$ cat src/rtl/csr_pkg.sv
// Shared types for the CSR encoder and the sparse conv scheduler.
// Holds FSM encoding, geometry constants and the stored entry layout.
package csr_pkg;

  localparam int COL_W   = 8;
  localparam int WORD_W  = 8;
  localparam int DWORD_W = 16;
  localparam int K       = 5;
  localparam int I       = 28;
  localparam int O       = I - K + 1;
  localparam int TAPS    = K * K;
  localparam int KIDX_W  = $clog2(TAPS);

  typedef enum logic [2:0] {
    S_IDLE,
    S_FETCH,
    S_WAIT,
    S_ISSUE,
    S_DONE
  } state_t;

  typedef struct packed {
    logic [WORD_W-1:0] value;
    logic [COL_W-1:0]  col;
    logic [COL_W-1:0]  row;
  } entry_t;

endpackage

$ cat src/rtl/csr_conv_scheduler_tap.sv
// Nested kr/kc kernel tap counter (kr outer, kc inner) with clear/advance.
// Ports: clk, rst (async low), clear, advance -> kr, kc, kidx, last.
module csr_tap_counter #(
  parameter int K = 5
) (
  input  logic                        clk,
  input  logic                        rst,
  input  logic                        clear,
  input  logic                        advance,
  output logic [$clog2(K)-1:0]        kr,
  output logic [$clog2(K)-1:0]        kc,
  output logic [$clog2(K*K)-1:0]      kidx,
  output logic                        last
);

  localparam int KR_W   = $clog2(K);
  localparam int KIDX_W = $clog2(K*K);

  localparam logic [KR_W-1:0] KMAX = KR_W'(K - 1);

  logic kc_wrap;

  assign kc_wrap = (kc == KMAX);
  assign last    = kc_wrap && (kr == KMAX);

  // kidx runs alongside kr/kc so no multiplier is needed.
  always_ff @(posedge clk or negedge rst) begin
    if (!rst) begin
      kr   <= '0;
      kc   <= '0;
      kidx <= '0;
    end else if (clear) begin
      kr   <= '0;
      kc   <= '0;
      kidx <= '0;
    end else if (advance) begin
      if (kc_wrap) begin
        kc <= '0;
        kr <= (kr == KMAX) ? '0 : kr + 1'b1;
      end else begin
        kc <= kc + 1'b1;
      end
      kidx <= last ? '0 : kidx + 1'b1;
    end
  end

endmodule

$ cat src/rtl/csr_conv_scheduler.sv
// Walks the CSR nonzero list and issues one MAC op per in-window kernel tap.
// Ports: start/nnz job control, rd_* list read, op_* valid/ready, busy/done/err.
module csr_conv_scheduler
  import csr_pkg::*;
#(
  parameter int col_length         = COL_W,
  parameter int word_length        = WORD_W,
  parameter int double_word_length = DWORD_W,
  parameter int kernel_size        = K,
  parameter int image_size         = I
) (
  input  logic                                   clk,
  input  logic                                   rst,
  input  logic                                   start,
  input  logic [double_word_length-1:0]          nnz,
  output logic                                   rd_en,
  output logic [double_word_length-1:0]          rd_addr,
  input  logic [word_length-1:0]                 rd_value,
  input  logic [col_length-1:0]                  rd_col,
  input  logic [col_length-1:0]                  rd_row,
  output logic                                   op_valid,
  input  logic                                   op_ready,
  output logic [word_length-1:0]                 op_value,
  output logic [col_length-1:0]                  op_orow,
  output logic [col_length-1:0]                  op_ocol,
  output logic [$clog2(kernel_size*kernel_size)-1:0] op_kidx,
  output logic                                   busy,
  output logic                                   done,
  output logic                                   err
);

  localparam int O_SZ   = image_size - kernel_size + 1;
  localparam int MAXN   = image_size * image_size;
  localparam int KR_W   = $clog2(kernel_size);
  localparam int KIDX_W = $clog2(kernel_size*kernel_size);
  localparam int DW     = double_word_length;
  localparam int CW     = col_length;

  state_t state, state_nxt;

  logic [DW-1:0]          idx, idx_nxt;
  logic [DW-1:0]          nnz_q, nnz_nxt;
  logic [word_length-1:0] val_q;
  logic [CW-1:0]          row_q;
  logic [CW-1:0]          col_q;
  logic                   err_nxt;
  logic                   tap_clr;
  logic                   tap_adv;
  logic                   in_range;
  logic [DW:0]            idx_inc;

  logic [KR_W-1:0]   kr;
  logic [KR_W-1:0]   kc;
  logic [KIDX_W-1:0] kidx;
  logic              tap_last;

  csr_tap_counter #(
    .K(kernel_size)
  ) u_tap (
    .clk    (clk),
    .rst    (rst),
    .clear  (tap_clr),
    .advance(tap_adv),
    .kr     (kr),
    .kc     (kc),
    .kidx   (kidx),
    .last   (tap_last)
  );

  // Window check done as row in [kr, kr+O) so nothing underflows.
  logic [CW:0] row_x, col_x, kr_x, kc_x, o_x;

  assign row_x = {1'b0, row_q};
  assign col_x = {1'b0, col_q};
  assign kr_x  = (CW+1)'(kr);
  assign kc_x  = (CW+1)'(kc);
  assign o_x   = (CW+1)'(O_SZ);

  assign in_range = (row_x >= kr_x) && (col_x >= kc_x) &&
                    (row_x < kr_x + o_x) && (col_x < kc_x + o_x);

  assign idx_inc = {1'b0, idx} + 1'b1;

  assign op_valid = (state == S_ISSUE) && in_range;
  assign op_value = op_valid ? val_q : '0;
  assign op_orow  = op_valid ? row_q - CW'(kr) : '0;
  assign op_ocol  = op_valid ? col_q - CW'(kc) : '0;
  assign op_kidx  = op_valid ? kidx : '0;

  always_comb begin
    state_nxt = state;
    idx_nxt   = idx;
    nnz_nxt   = nnz_q;
    err_nxt   = 1'b0;
    tap_clr   = 1'b0;
    tap_adv   = 1'b0;
    unique case (state)
      S_IDLE: begin
        tap_clr = 1'b1;
        if (start) begin
          if (nnz == '0) begin
            state_nxt = S_DONE;
          end else if (nnz > DW'(MAXN)) begin
            err_nxt = 1'b1;
          end else begin
            state_nxt = S_FETCH;
            idx_nxt   = '0;
            nnz_nxt   = nnz;
          end
        end
      end
      S_FETCH: state_nxt = S_WAIT;
      S_WAIT: begin
        tap_clr   = 1'b1;
        state_nxt = S_ISSUE;
      end
      S_ISSUE: begin
        // Out-of-window taps still burn their cycle.
        tap_adv = !in_range || op_ready;
        if (tap_adv && tap_last) begin
          if (idx_inc < {1'b0, nnz_q}) begin
            state_nxt = S_FETCH;
            idx_nxt   = idx_inc[DW-1:0];
          end else begin
            state_nxt = S_DONE;
          end
        end
      end
      S_DONE:  state_nxt = S_IDLE;
      default: state_nxt = S_IDLE;
    endcase
  end

  always_ff @(posedge clk or negedge rst) begin
    if (!rst) begin
      state   <= S_IDLE;
      idx     <= '0;
      nnz_q   <= '0;
      val_q   <= '0;
      row_q   <= '0;
      col_q   <= '0;
      rd_en   <= 1'b0;
      rd_addr <= '0;
      busy    <= 1'b0;
      done    <= 1'b0;
      err     <= 1'b0;
    end else begin
      state   <= state_nxt;
      idx     <= idx_nxt;
      nnz_q   <= nnz_nxt;
      rd_en   <= (state_nxt == S_FETCH);
      rd_addr <= (state_nxt == S_FETCH) ? idx_nxt : '0;
      busy    <= (state_nxt != S_IDLE);
      done    <= (state_nxt == S_DONE);
      err     <= err_nxt;
      if (state == S_WAIT) begin
        val_q <= rd_value;
        row_q <= rd_row;
        col_q <= rd_col;
      end
    end
  end

endmodule

$ cat config.mk
export PLATFORM = sky130hd
export DESIGN_NAME = csr_conv_scheduler
export DESIGN_NICKNAME = d
export VERILOG_FILES = /design/src/rtl/csr_pkg.sv /design/src/rtl/csr_conv_scheduler_tap.sv /design/src/rtl/csr_conv_scheduler.sv
export SDC_FILE = /design/constraint.sdc
export NUM_CORES = 1
export LEC_CHECK = 0
export CORE_MARGIN = 4
export CORE_UTILIZATION = 50
export DETAILED_ROUTE_END_ITERATION = 10
export MAX_ROUTING_LAYER = met4
export PLACE_DENSITY = 0.79
export SLEW_MARGIN = 40
export SYNTH_ARGS = -nofsm -noshare
export SYNTH_HDL_FRONTEND = slang
export SYNTH_SLANG_ARGS = --single-unit
export TNS_END_PERCENT = 100
$ cat constraint.sdc
create_clock -name clk -period 3.37 [get_ports clk]
set_input_delay 0.674 -clock clk [delete_from_list [all_inputs] [get_ports clk]]
set_output_delay 0.674 -clock clk [all_outputs]
set_load 0.1 [all_outputs]
==> impl_results.md, run 1 <==
* Reg-to-Reg End: idx[8]
* Max_cap viols at 0
* R2R setup slack at 170 ps
* Top cells by count, synth: 90 x dfrtp_1, 52 x nor2_1, 46 x nand2_1
* Synth cell types at 50
* Post-synth top area share at 0.471
* Pwr/cell area at 810 nW/um2
* Worst Hold Class: input port to async pin
* Layout cells sized above 1 at 0.320
* Ports at 94
* DRT Pass-1 Iters at 4
* Total negative slack at -5460 ps
* Post-synthesis compound-gate area fraction at 0.0995
* Area grow syn2layout at 46.2%
* Yosys warnings at 0
* CP Data Required Time at 2700 ps
* Synth Area per Inst at 9.96 um2
* Violated checks: negative setup slack
* Simple-gate portion of the synthesized area at 0.180
* # fillers at 590
* Final wirelength at 13.4 mm
* Reg-to-Reg Start: idx[1]
* Yosys top cell by area: dfrtp_1
* CP max FO at 5
* Chip width at 106 um
* Crit share post-route at 1.07
* Num rows at 35
* Post-synthesis xor/xnor area fraction at 0.0421
* Critical Path Sink Type: output pin
* Top_reg_cell synth: dfrtp_1
* Vias in the first global route at 4412
* Final Setup Violations at 30
* Synth area leaders: dfrtp_1 47%, ha_1 7.1%, mux2_2 5.4%
* Vias at 4121
* PortBufs at 93
* Residual DRC at 0
* Core area at 9280 um2
* Syn_nets at 553
* Largest net degree at the start of global routing at 33
* Synthesized area at 4780 um2
* CP startpoint kind: flip-flop
* Period minus WS final at 3620 ps
* Measured slew at the worst slew-check pin at 604 ps
* Max frequency at 0.276 GHz
* Register area share after synthesis at 0.471
* Initial core utilization at 0.515
* Worst-path clk slew at 90 ps
* GRT Residual Overflow at 0
* Nets at 684
* Critical path class: flip-flop to output pin
* WL/cell at 17.9 um
* CTS max path bufs at 2
* Initial DRC Count at 244
* Final slew viol count at 0
* Die height at 106 um
* Relative slew slack at 0.592
* Post-synthesis cell count at 480
* CTS buffer count at 9
* Fin. Hold Viols at 0
* Most instantiated library cell after synthesis: dfrtp_1
* Cells on worst reg2reg path at 16
* H-tree level count at 3
* Critical Path AT at 2950 ps
* Antenna-violating nets left at 0
* Multiplexer share of the synthesized area at 0.0793
* Gpl congestion at 0.847
* Root buffer cell: clkbuf_8
* Pre-CTS worst setup slack at -30.0 ps
* Post-synth EDFFs at 0
* Via density per instance at 5.53
* Antenna Cells at 0
* Antenna violations before repair at 0
* CTS tree: done
* Fin worst setup slack at -252 ps
* Flops & latches, synth at 90
* Adder-cell share of the synthesized area at 0.0790
* Status: finished, violations left
* Overall global routing resource usage at 0.248
* Dpl hpwl at 8.60 mm
* Clk sink count at 90
* First-pass GRT wire length at 21.6 mm
* Async SR Flop Fraction at 1.00
* Largest family of logic cells by synthesized area: simple AND/OR/NAND/NOR gates
* Clk_skew at 9.58 ps
* # hold bufs at CTS at 0
* P_leak at 3.28 nW
* Worst supply voltage drop on vdd at 0.856 mV
* RSZ-0062 raised after global routing: yes
* Worst-skew pair later-pin latency at 360 ps
* Die ar. at 11200 um2
==> final cells by class <==
cell class	instances	area, um2	share of cell area
multi-input combinational	331	2560	0.366
sequential	90	2260	0.323
timing repair buffer	135	1610	0.230
inverter	44	169	0.0242
tap	129	161	0.0231
clock buffer	10	138	0.0197
clock inverter	6	97.6	0.0140
==> cells by family after synthesis <==
family	count (synthesis)
XOR/XNOR	23
buffers and inverters	59
flip-flops	90
AND/OR/NAND/NOR	174
AO/OA/AOI/OAI	70
adder cells (fa/ha/maj)	29
multiplexers	35
==> worst max-delay path by stage <==
| stage | start | to | slack [ps] |
|---|---|---|---|
| after global placement | idx[0] | idx[0] | 30 |
| after global routing | col_q[0] | op_kidx[3] | -360 |
| after floorplan | row_q[0] | op_ocol[4] | -540 |
| after detailed placement | idx[0] | idx[0] | -30 |
| final | col_q[0] | op_kidx[3] | -250 |
| after CTS | col_q[0] | op_kidx[0] | -150 |
==> layout by cell type, fill, tap and decap left out, types with 4 or more instances in the layout <==
cell type,netlist,final
xor2_1,11,9
nand3_1,18,15
buf_4,1,55
ha_1,27,24
and2_4,0,15
a21o_1,7,7
and3_1,4,4
clkbuf_8,0,10
nor2_4,1,10
mux2_2,23,23
nor3_1,10,8
inv_2,0,4
nand4_1,6,6
inv_1,44,39
buf_12,0,33
or3_1,6,5
o2bb2ai_1,4,4
mux2i_1,12,12
a21oi_1,20,16
nor2_1,52,40
dfrtp_2,0,4
clkdlybuf4s50_1,0,42
dfrtp_1,90,86
nand2_1,46,46
xnor2_1,12,11
o21ai_0,20,20
==> registers in the layout, summed over array words and instances (netlist names), 3 cells and up <==
name        cells
u_tap.kc        3
rd_addr        16
nnz_q          16
u_tap.kidx      5
idx            16
u_tap.kr        3
val_q           8
col_q           8
state           3
row_q           8
==> critical path, cell delays in order, from the launching register on <==
cell	delay [ps]
dfrtp_1	380
inv_2	110
ha_4	160
inv_2	40
fa_2	340
a2111o_1	470
a31oi_4	170
nor2_1	60
nand4_1	150
clkinvlp_4	200
clkbuf_16	190
and2_4	160
buf_12	160
==> power breakdown <==
part	internal, mW	leakage, nW	switching, mW
logic	1.37	2.06	1.93
clock network	0.449	0.119	0.415
registers	1.29	1.11	0.214
total	3.10	3.28	2.56
==> per-stage QoR <==
| step | utilization | power, mW | instance area (um2) | std cells | hold slack, ps |
|---|---|---|---|---|---|
| after CTS | 0.732 | 5.52 | 6800 | 733 | 256 |
| after floorplan | - | 3.38 | 4870 | 480 | 378 |
| final | 0.753 | 5.66 | 6990 | 745 | 244 |
| after detailed placement | 0.678 | 4.24 | 6290 | 706 | 487 |
| after global routing | 0.753 | 5.92 | 6990 | 745 | 268 |
| after global placement | 0.678 | 4.17 | 6290 | 706 | 476 |
==> metal layers <==
metal | track usage | vias up | share of wire
li1 | - | 1901 | -
met1 | 0.286 | 2055 | 0.41
met2 | 0.422 | 134 | 0.51
met3 | 0.0588 | 31 | 0.057
met4 | 0.0916 | 0 | 0.025
met5 | - | - | 0
==> timing repair <==
| action | 4_1_cts | 5_1_grt |
|---|---|---|
| setup endpoints to repair | 31 | 59 |
| buffers inserted | 9 | 10 |
| gates resized for setup | 36 | 17 |
| pin swaps | 16 | 9 |
| gates cloned | 2 | 2 |
No activity file was read; power rests on OpenSTA's default activity.
==> run 2: changes to the inputs <==
--- a/config.mk
+++ b/config.mk
@@ -10,6 +10,7 @@
 export DETAILED_ROUTE_END_ITERATION = 10
 export MAX_ROUTING_LAYER = met4
 export PLACE_DENSITY = 0.79
+export SETUP_SLACK_MARGIN = 0.02
 export SLEW_MARGIN = 40
 export SYNTH_ARGS = -nofsm -noshare
 export SYNTH_HDL_FRONTEND = slang
==> impl_results.md, run 2 (synthesis results as in run 1) <==
* Vias in the first global route at 4302
* CTS tree: done
* Max frequency at 0.270 GHz
* First-pass GRT wire length at 20.8 mm
* Clk_skew at 16.7 ps
* H-tree level count at 3
* CP startpoint: col_q[0]
* Dpl hpwl at 8.93 mm
* Fin. Hold Viols at 0
* Most frequent cells in the layout: 87 x dfrtp_1, 56 x buf_4, 46 x nand2_1
* Die ar. at 11200 um2
* Final wirelength at 14.4 mm
* Worst-path clk slew at 100 ps
* Final Setup Violations at 30
* Worst Hold Class: input port to async pin
* P_leak at 3.30 nW
* Measured slew at the worst slew-check pin at 831 ps
* Largest net degree at the start of global routing at 52
* Antenna-violating nets left at 0
* Gpl congestion at 0.878
* PortBufs at 93
* Final non-filler cell total at 747
* RSZ-0062 raised after global routing: yes
* CP Data Required Time at 2700 ps
* Ports at 94
* Critical Path Sink Type: output pin
* CTS buffer count at 9
* Nets at 687
* Clk sink count at 90
* Status: finished, violations left
* Residual DRC at 0
* Top flop regs: idx: 16 flops, nnz_q: 16 flops, rd_addr: 16 flops
* Commonest non-fill, non-tap cell in the layout: dfrtp_1
* Relative slew slack at 0.444
* Antenna Cells at 0
* Num rows at 35
* Period minus WS final at 3700 ps
* Violated checks: negative setup slack
* # hold bufs at CTS at 0
* Layout cells sized above 1 at 0.327
* Fin worst setup slack at -335 ps
* CP max FO at 5
* Antenna violations before repair at 0
* WL/cell at 19.3 um
* Initial DRC Count at 353
* Critical Path AT at 3030 ps
* Reg-to-Reg Start: idx[0]
* CP startpoint kind: flip-flop
* Critical path class: flip-flop to output pin
* Pwr/cell area at 811 nW/um2
* Initial core utilization at 0.515
* Chip width at 106 um
* Layout Utilization at 0.760
* Crit share post-route at 1.10
* Core area at 9280 um2
* Overall global routing resource usage at 0.238
* Max_cap viols at 0
* DRT Pass-1 Iters at 5
* Root buffer cell: clkbuf_8
* GRT Residual Overflow at 0
* Placed instance count at 706
* Worst-skew pair later-pin latency at 370 ps
* Final slew viol count at 0
* Vias at 4301
* Worst supply voltage drop on vdd at 0.618 mV
* Via density per instance at 5.76
* Die height at 106 um
* Total power draw at 5.73 mW
* CTS max path bufs at 2
* Area grow syn2layout at 47.7%
run 2: critical path: stages, from the launching register on:
cell and delay [ps]:
dfrtp_1 390, inv_2 80, ha_4 130, inv_4 30, fa_2 340, a2111o_1 480
a31oi_4 200, nor2_2 40, nand4_1 130, buf_4 150, clkinvlp_4 160, clkbuf_16 200
and2_4 160, buf_12 160
run 2: stage by stage:
stage | worst slack, ps | hold WS [ps] | cell area (um2) | TNS [ps]
4_1_cts | -165 | 358 | 6700 | -1940
2_1_floorplan | -543 | 378 | 4870 | -4540
3_3_place_gp | 39.4 | 477 | 6290 | 0
5_1_grt | -401 | 387 | 7060 | -9300
6_report | -335 | 332 | 7060 | -6410
3_5_place_dp | -48.5 | 487 | 6290 | -198
run 2: path summary, 6_finish.rpt:
check,to,slack [ps],cells past startpoint
max reg2reg,idx[2],20,16
min reg2reg,nnz_q[11],510,2
min,col_q[1],330,1
max in group asynchronous,idx[3],2270,2
min in group clk,nnz_q[11],510,2
max,op_kidx[3],-330,13
run 2: report_power, final:
part	internal, mW	total, mW	leakage (nW)	switching (mW)
Clock	0.455	0.847	0.108	0.393
Combinational	1.41	3.39	2.08	1.98
Sequential	1.29	1.49	1.11	0.206
run 2: metal layers:
metal  track usage  share of wire
met5             -              0
met3        0.0294          0.056
met4        0.0907          0.044
met1         0.290           0.39
met2         0.407           0.51
run 2: what timing repair did:
action	CTS	global route
setup buffers	10	13
cloned	1	3
endpoints found under the setup margin	36	66
pin swaps	6	21
resized for setup	19	40
run 2: layout make-up:
type                    count  area [um2]
multi-input cells         331        2600
flip-flops and latches     90        2260
fillers                   564        2220
repair buffers            138        1650
inverters                  44         171
well taps                 129         161
clock buffers              11         151
clock inverters             4        75.1
